$ cat src/rtl/uart_rx.sv
// 8N1 UART receiver: 2-flop input sync, mid-bit sampling FSM, receive buffer with sticky error flags.
// Define UART_RX_FIFO_EN for a FIFO_DEPTH-entry FIFO; otherwise a single holding register is used.
module uart_rx #(
  parameter int CLKS_PER_BIT = 868,
  parameter int FIFO_DEPTH   = 16
) (
  input  logic                          sys_clk_i,
  input  logic                          sys_rst_i,
  input  logic                          uart_rx_i,
  input  logic                          uart_rd_i,
  input  logic                          uart_clr_i,
  output logic [7:0]                    uart_dat_o,
  output logic                          uart_valid_o,
  output logic                          uart_ferr_o,
  output logic                          uart_ovr_o,
  output logic [$clog2(FIFO_DEPTH):0]   uart_count_o
);

  localparam int BW = $clog2(CLKS_PER_BIT);
  localparam int CW = $clog2(FIFO_DEPTH) + 1;
  localparam logic [BW-1:0] BIT_LAST  = BW'(CLKS_PER_BIT - 1);
  localparam logic [BW-1:0] HALF_LAST = BW'(CLKS_PER_BIT / 2 - 1);

  localparam logic [2:0] S_IDLE  = 3'd0;
  localparam logic [2:0] S_START = 3'd1;
  localparam logic [2:0] S_DATA  = 3'd2;
  localparam logic [2:0] S_STOP  = 3'd3;
  localparam logic [2:0] S_BREAK = 3'd4;

  logic          rx_meta_reg;
  logic          rx_s_reg;
  logic [2:0]    state_reg;
  logic [BW-1:0] baud_reg;
  logic [2:0]    idx_reg;
  logic [7:0]    shift_reg;
  logic          ferr_reg;
  logic          ovr_reg;

  logic half_done;
  logic bit_done;
  logic stop_edge;
  logic push_req;
  logic ferr_set;
  logic ovr_set;
  logic full;
  logic valid;
  logic pop;
  logic accept;

  always_ff @(posedge sys_clk_i) begin
    if (sys_rst_i) begin
      rx_meta_reg <= 1'b1;
      rx_s_reg    <= 1'b1;
    end else begin
      rx_meta_reg <= uart_rx_i;
      rx_s_reg    <= rx_meta_reg;
    end
  end

  assign half_done = (baud_reg == HALF_LAST);
  assign bit_done  = (baud_reg == BIT_LAST);

  always_ff @(posedge sys_clk_i) begin
    if (sys_rst_i) begin
      state_reg <= S_IDLE;
      baud_reg  <= '0;
      idx_reg   <= '0;
      shift_reg <= '0;
    end else begin
      case (state_reg)
        S_IDLE: begin
          baud_reg <= '0;
          if (!rx_s_reg) state_reg <= S_START;
        end
        S_START: begin
          if (half_done) begin
            baud_reg  <= '0;
            idx_reg   <= '0;
            // A line that is high again at mid-start-bit was only a glitch.
            state_reg <= rx_s_reg ? S_IDLE : S_DATA;
          end else begin
            baud_reg <= baud_reg + 1'b1;
          end
        end
        S_DATA: begin
          if (bit_done) begin
            baud_reg           <= '0;
            shift_reg[idx_reg] <= rx_s_reg;
            if (idx_reg == 3'd7) state_reg <= S_STOP;
            else                 idx_reg   <= idx_reg + 1'b1;
          end else begin
            baud_reg <= baud_reg + 1'b1;
          end
        end
        S_STOP: begin
          if (bit_done) begin
            baud_reg  <= '0;
            state_reg <= rx_s_reg ? S_IDLE : S_BREAK;
          end else begin
            baud_reg <= baud_reg + 1'b1;
          end
        end
        S_BREAK: begin
          if (rx_s_reg) state_reg <= S_IDLE;
        end
        default: state_reg <= S_IDLE;
      endcase
    end
  end

  assign stop_edge = (state_reg == S_STOP) && bit_done;
  assign push_req  = stop_edge && rx_s_reg;
  assign ferr_set  = stop_edge && !rx_s_reg;
  assign pop       = uart_rd_i && valid;
  // A pop in the same cycle frees the slot, so a full buffer can still accept.
  assign accept    = push_req && (!full || pop);
  assign ovr_set   = push_req && full && !pop;

`ifdef UART_RX_FIFO_EN
  logic [7:0]    mem [FIFO_DEPTH];
  logic [CW-2:0] wr_ptr_reg;
  logic [CW-2:0] rd_ptr_reg;
  logic [CW-1:0] count_reg;

  assign full  = (count_reg == CW'(FIFO_DEPTH));
  assign valid = (count_reg != '0);

  always_ff @(posedge sys_clk_i) begin
    if (accept) mem[wr_ptr_reg] <= shift_reg;
  end

  always_ff @(posedge sys_clk_i) begin
    if (sys_rst_i) begin
      wr_ptr_reg <= '0;
      rd_ptr_reg <= '0;
      count_reg  <= '0;
    end else begin
      if (accept) wr_ptr_reg <= wr_ptr_reg + 1'b1;
      if (pop)    rd_ptr_reg <= rd_ptr_reg + 1'b1;
      count_reg <= count_reg + CW'(accept) - CW'(pop);
    end
  end

  always_comb begin
    uart_dat_o = 8'h00;
    if (valid) uart_dat_o = mem[rd_ptr_reg];
  end

  assign uart_count_o = count_reg;
`else
  logic [7:0] hold_reg;
  logic       full_reg;

  assign full  = full_reg;
  assign valid = full_reg;

  always_ff @(posedge sys_clk_i) begin
    if (sys_rst_i) begin
      hold_reg <= '0;
      full_reg <= 1'b0;
    end else if (accept) begin
      hold_reg <= shift_reg;
      full_reg <= 1'b1;
    end else if (pop) begin
      full_reg <= 1'b0;
    end
  end

  always_comb begin
    uart_dat_o = 8'h00;
    if (valid) uart_dat_o = hold_reg;
  end

  assign uart_count_o = {{(CW-1){1'b0}}, full_reg};
`endif

  // Set events take priority over a coincident clear.
  always_ff @(posedge sys_clk_i) begin
    if (sys_rst_i) begin
      ferr_reg <= 1'b0;
      ovr_reg  <= 1'b0;
    end else begin
      if (ferr_set)        ferr_reg <= 1'b1;
      else if (uart_clr_i) ferr_reg <= 1'b0;
      if (ovr_set)         ovr_reg  <= 1'b1;
      else if (uart_clr_i) ovr_reg  <= 1'b0;
    end
  end

  assign uart_valid_o = valid;
  assign uart_ferr_o  = ferr_reg;
  assign uart_ovr_o   = ovr_reg;

endmodule

$ cat config.mk
export PLATFORM = sky130hd
export DESIGN_NAME = uart_rx
export DESIGN_NICKNAME = d
export VERILOG_FILES = /design/src/rtl/uart_rx.sv
export SDC_FILE = /design/constraint.sdc
export NUM_CORES = 1
export LEC_CHECK = 0
export CORE_UTILIZATION = 55
export CTS_CLUSTER_DIAMETER = 120
export CTS_CLUSTER_SIZE = 24
export DETAILED_ROUTE_END_ITERATION = 10
export PLACE_DENSITY_LB_ADDON = 0.2
export SLEW_MARGIN = 20
export SYNTH_ARGS = -nofsm -noshare
export SYNTH_HDL_FRONTEND = slang
export SYNTH_SLANG_ARGS = --single-unit
export TNS_END_PERCENT = 5
$ cat constraint.sdc
create_clock -name sys_clk_i -period 2.55 [get_ports sys_clk_i]
set_input_delay 0.51 -clock sys_clk_i [delete_from_list [all_inputs] [get_ports sys_clk_i]]
set_output_delay 0.51 -clock sys_clk_i [all_outputs]
set_load 0.01 [all_outputs]
# == Word-level counts from Yosys, hierarchy flattened ==
# Index checks and enable logic that the tools add are counted.
# word_totals
regBits,37
word_cells,75
output_inout_bits,16
# classes
mux,25
eq_ne,14
n_addsub,2
reduce_logical,22
n_lt_le_gt_ge,2
# op_table
operator,count
3-bit 2-to-1 mux,10
10-bit one-hot mux with 3 select lines,1
10-bit 2-to-1 mux,2
3-bit one-hot mux with 5 select lines,1
2-bit != test (second input constant),7
10-bit by 1-bit adder with 10-bit output (second input constant),1
10-bit equality test (second input constant),1
10-bit by 9-bit equality test with 1-bit output (second input constant),1
8-bit bitwise mux,1
1-bit logical AND,8
8-bit 2-to-1 mux,1
2-bit nonzero test,4
3-bit by 2-bit equality test with 1-bit output (second input constant),2
3-bit equality test (second input constant),2
1-bit 2-to-1 mux,6
3-bit one-hot mux with 2 select lines,1
6-bit AND reduction,1
3-bit by 4-bit < comparator with 1-bit output (second input constant),1
4-bit AND reduction,1
3-bit by 1-bit adder with 3-bit output (second input constant),1
1-bit demux with 3-bit select,1
3-bit by 1-bit equality test with 1-bit output (second input constant),1
3-bit by 1-bit >= comparator with 1-bit output (second input constant),1
1-bit logical NOT,3
other kinds (6),6

# == Logic depth before layout (Yosys ltp) ==
# depth
ltp_word,6
mapped_depth,8

# == Worst setup path before layout ==
# OpenSTA, ideal clock, no wires.
# synth_timing
path_type,register to register
startpoint,register baud_reg[0]
endpoint,register idx_reg[0]
t_arrival_ns,1.783
setup_time_ns,0.128
path_stages_with_launch,7
path_slack_ns,0.639
period_less_slack_ns,1.911
n_path_buf,0
cell_sequence,dfxtp_1 -> ha_1 -> nand4bb_1 -> or4_1 -> a21oi_2 -> mux2i_1 -> nor2_1
# synth_between
elab_chain_cells,3
word_cells_on_any_way,5
classes_between,4 x eq/ne; 1 x reduce/logical
# synth_rtl
item,line_no,source
"start, declared",33,logic [BW-1:0] baud_reg;
"start signal, assigned",82,baud_reg <= baud_reg + 1'b1;
"start signal, assigned",92,baud_reg <= baud_reg + 1'b1;
"start signal, assigned",100,baud_reg <= baud_reg + 1'b1;
10-bit equality test / 10-bit by 9-bit equality test with 1-bit output (equally long branches),"61, 60",
2-bit != test (no source line),n/a,
4-bit AND reduction (no source line) *,n/a,
"end signal, assigned",90,else idx_reg <= idx_reg + 1'b1;
"end, declared",34,logic [2:0] idx_reg;
# Mark *: on every way between the ends. The rest lies on a longest branch, timed or not.
# A chain may end at the register's enable or synchronous reset.

# == Worst setup path after layout ==
# layout_timing
startpoint,register baud_reg[0]
endpoint,register hold_reg[0]
# layout_between
elab_chain_cells,4
# layout_rtl
item,line_no,source
10-bit equality test,61,assign bit_done = (baud_reg == BIT_LAST);
1-bit logical AND,111,assign stop_edge = (state_reg == S_STOP) && bit_done;
1-bit logical AND,112,assign push_req = stop_edge && rx_s_reg;
1-bit logical AND,116,assign accept = push_req && (!full || pop);
"end signal, assigned",162,hold_reg <= shift_reg;
"end, declared",151,logic [7:0] hold_reg;
# Every way passes these cells.

==> results.yml <==
sta:
  setup_viol_count_final: 0
  clock_skew_ps: 6.119
  tightest_slew_ps: 754.6
  tns_ps: 0
  maxSlewHeadroom_pct: 49.69
  timing.fmax_ghz: 0.4544
  drv_slew: 0
  hold_violations: 0
  min_period_ps: 2201
  finalCritPeriodShare_pct: 86.31
  rsz0062_at_grt: "false"
power:
  internal-power_uw: 828.0
  finalPower_mw: 1.094
  pwr-share-clk_pct: 35.7
  ir_drop_mv: 0.3309
  power_frac_seq_pct: 54.9
  p_leak_nw: 0.8696
  powerDensity_mw_per_mm2: 523.4
  p_sw_share_pct: 24.34
  power.net_switching_uw: 266.3
  p_comb_share_pct: 9.4
cts:
  clockBufferDepth: 2
  cts_tree: "built"
  root_buffer: "clkbuf_4"
  cts_hold_buf: 0
  clk_pin_slew_ps: 110
  post_cts_buffers: 0
  cts-resized-gates: 0
  clk_latency_ps: 350
  cts_made_buffers: 5
  clock_tree.htree_level_count: 2
  cts.sinks: 37
detailed_routing:
  dr.pass1.iters: 4
  vias_per_cell: 5.698
  finalWirelength_um: 3610
  drt_iter0_drc: 70
  wl_per_cell_um: 13.78
  ant_nets: 0
  drcViolationCount: 0
  num_vias: 1493
worst_setup_path:
  cp_top_family: "simple AND/OR/NAND/NOR gates"
  start_kind: "flip-flop"
  required_ps: 2790
  path_class: "flip-flop to flip-flop"
  crit_fanout: 8
  crit_path_end_kind: "flip-flop"
  crit_slowest_cell: "nor4_1"
  cp_data_arrival_time_ps: 2440
  max_stage_delay_ps: 550
  cp_cell_sequence: "ha_1, nand4bb_1, nor4_1, nand2_2, mux2i_1, nor2_1"
  cp_num_buf_inv: 0
global_routing:
  met1_usage_pct: 28.55
  gr-usage-met3_pct: 4.545
  first_global_vias: 1377
  grt_remaining_overflow: 0
  grt_first_pass_wirelength_um: 6023
  busiest_layer: "met2"
  grt_antenna_before_repair: 0
  track_usage_pct: 22.62
  grt_max_degree: 34
  globalRouteMet2Util_pct: 36.51
finish:
  nets: 228
  largest_reg_flops: 10
  finalNonFillerCells: 262
  diodes: 0
  fill_cells: 274
  syn_to_final_growth_pct: 12.83
  drive_gt1_share_pct: 9.174
floorplanning:
  ios: 21
  initial_core_util_pct: 59.24
  rows: 20
  die_area_mm2: 0.003605
  die_w_um: 60.05
  core_area_mm2: 0.003128
  die_h_um: 60.05
yosys:
  synth_area_per_cell_um2: 9.083
  yosys_register_bits: 37
  synth_flop_cell: "dfxtp_1"
  netlist_area_mm2: 0.001853
  yosysWarnings: 0
  synth_seq_area_share_pct: 39.97
  synth-edff-count: 0
  async_reset_ff_share_pct: 0
  netlist_instances: 204
  yosysUniqueCellTypes: 45
placement:
  io_buffers: 16
  gp_congestion: 0.8274
  dp_hpwl_um: 2586
  dp.cells: 255
outcome:
  status: "finished clean"
flow_run:
  cap_viol_max_count: 0
hold_path:
  hp-class: "flip-flop to flip-flop"
## area by class of cell
class	instances	area [µm²]	share of cell area (%)
Sequential cell	37	740.7	35.43
Timing Repair Buffer	18	175.2	8.378
Tap cell	44	55.05	2.633
Clock inverter	2	35.03	1.676
Multi-Input combinational cell	153	1036	49.55
Inverter	3	11.26	0.5386
Clock buffer	5	37.54	1.795
## cells by family after synthesis
kind of cell	share of synthesized area, %
AOI/OAI and AO/OA	13.30
xor gates and xnor gates	0.4727
adders and majority gates	3.376
buffers and inverters	4.726
DFF	39.97
muxes	9.183
other	0.2024
and+or+nand+nor	28.76
## through the flow
step,hold slack (ps),setup slack [ps],util [%],cell area [µm²]
2_1_floorplan,389.5,639.3,-,1864
6_report,431.3,349.2,66.84,2091
3_3_place_gp,400.4,502.2,64.52,2018
4_1_cts,433.8,405.2,66.84,2091
5_1_grt,456.4,180.1,66.84,2091
3_5_place_dp,393.9,424.7,64.52,2018
## cells in the mapped netlist (2+ instances only)
master | count | area (µm²)
a21o_1 | 3 | 22.52
a21oi_1 | 16 | 80.08
a22o_1 | 3 | 26.28
a31oi_1 | 4 | 25.02
and2_1 | 9 | 56.30
and4bb_2 | 2 | 25.02
buf_4 | 6 | 45.04
clkbuf_1 | 7 | 26.28
dfxtp_1 | 37 | 740.7
ha_1 | 5 | 62.56
inv_1 | 3 | 11.26
mux2i_1 | 17 | 170.2
nand2_1 | 8 | 30.03
nand2b_1 | 8 | 50.05
nand3_1 | 9 | 45.04
nand4_1 | 3 | 18.77
nand4b_1 | 4 | 35.03
nor2_1 | 27 | 101.4
nor2b_1 | 4 | 25.02
nor4_1 | 2 | 12.51
o21ai_0 | 2 | 10.01
or2_2 | 2 | 12.51
## metal layers
metal / vias to the layer above / share of wire, % / routed length (µm)
met3: 8 / 3.2 / 115
li1: 744 / - / -
met2: 30 / 48 / 1740
met4: 0 / 1.7 / 63
met1: 711 / 47 / 1691
met5: - / 0 / 0
## power by group through the flow
stage | Combinational (mW) | Clock (mW) | Sequential (mW)
floorplan | 0.0887 | 0 | 0.610
global placement | 0.0980 | 0 | 0.612
detailed placement | 0.101 | 0 | 0.613
CTS | 0.102 | 0.402 | 0.600
global route | 0.113 | 0.425 | 0.603
finish | 0.103 | 0.391 | 0.600
## cells in the final DEF (no fill, tap or decap), types with 2 or more instances in the layout
master           instances
a21o_1                   3
a21oi_1                 16
a22o_1                   3
a31oi_1                  4
and2_1                   9
and4bb_2                 2
buf_4                    2
clkbuf_4                 5
clkdlybuf4s50_1         16
conb_1                   4
dfxtp_1                 37
ha_1                     5
inv_1                    3
mux2i_1                 17
nand2_1                  8
nand2b_1                 8
nand3_1                  9
nand4_1                  3
nand4b_1                 4
nor2_1                  27
nor2b_1                  4
nor4_1                   2
o21ai_0                  2
or2_2                    2
## final timing paths
check	cells past startpoint	end	slack (ps)	start
max	6	hold_reg[0]$_SDFFE_PP0P_	350	baud_reg[0]$_SDFFE_PP0P_
min	1	rx_s_reg$_SDFF_PP1_	430	rx_meta_reg$_SDFF_PP1_
max reg2reg	6	hold_reg[0]$_SDFFE_PP0P_	350	baud_reg[0]$_SDFFE_PP0P_
min reg2reg	1	rx_s_reg$_SDFF_PP1_	430	rx_meta_reg$_SDFF_PP1_
Note: power is estimated with default switching activity, not from simulation.
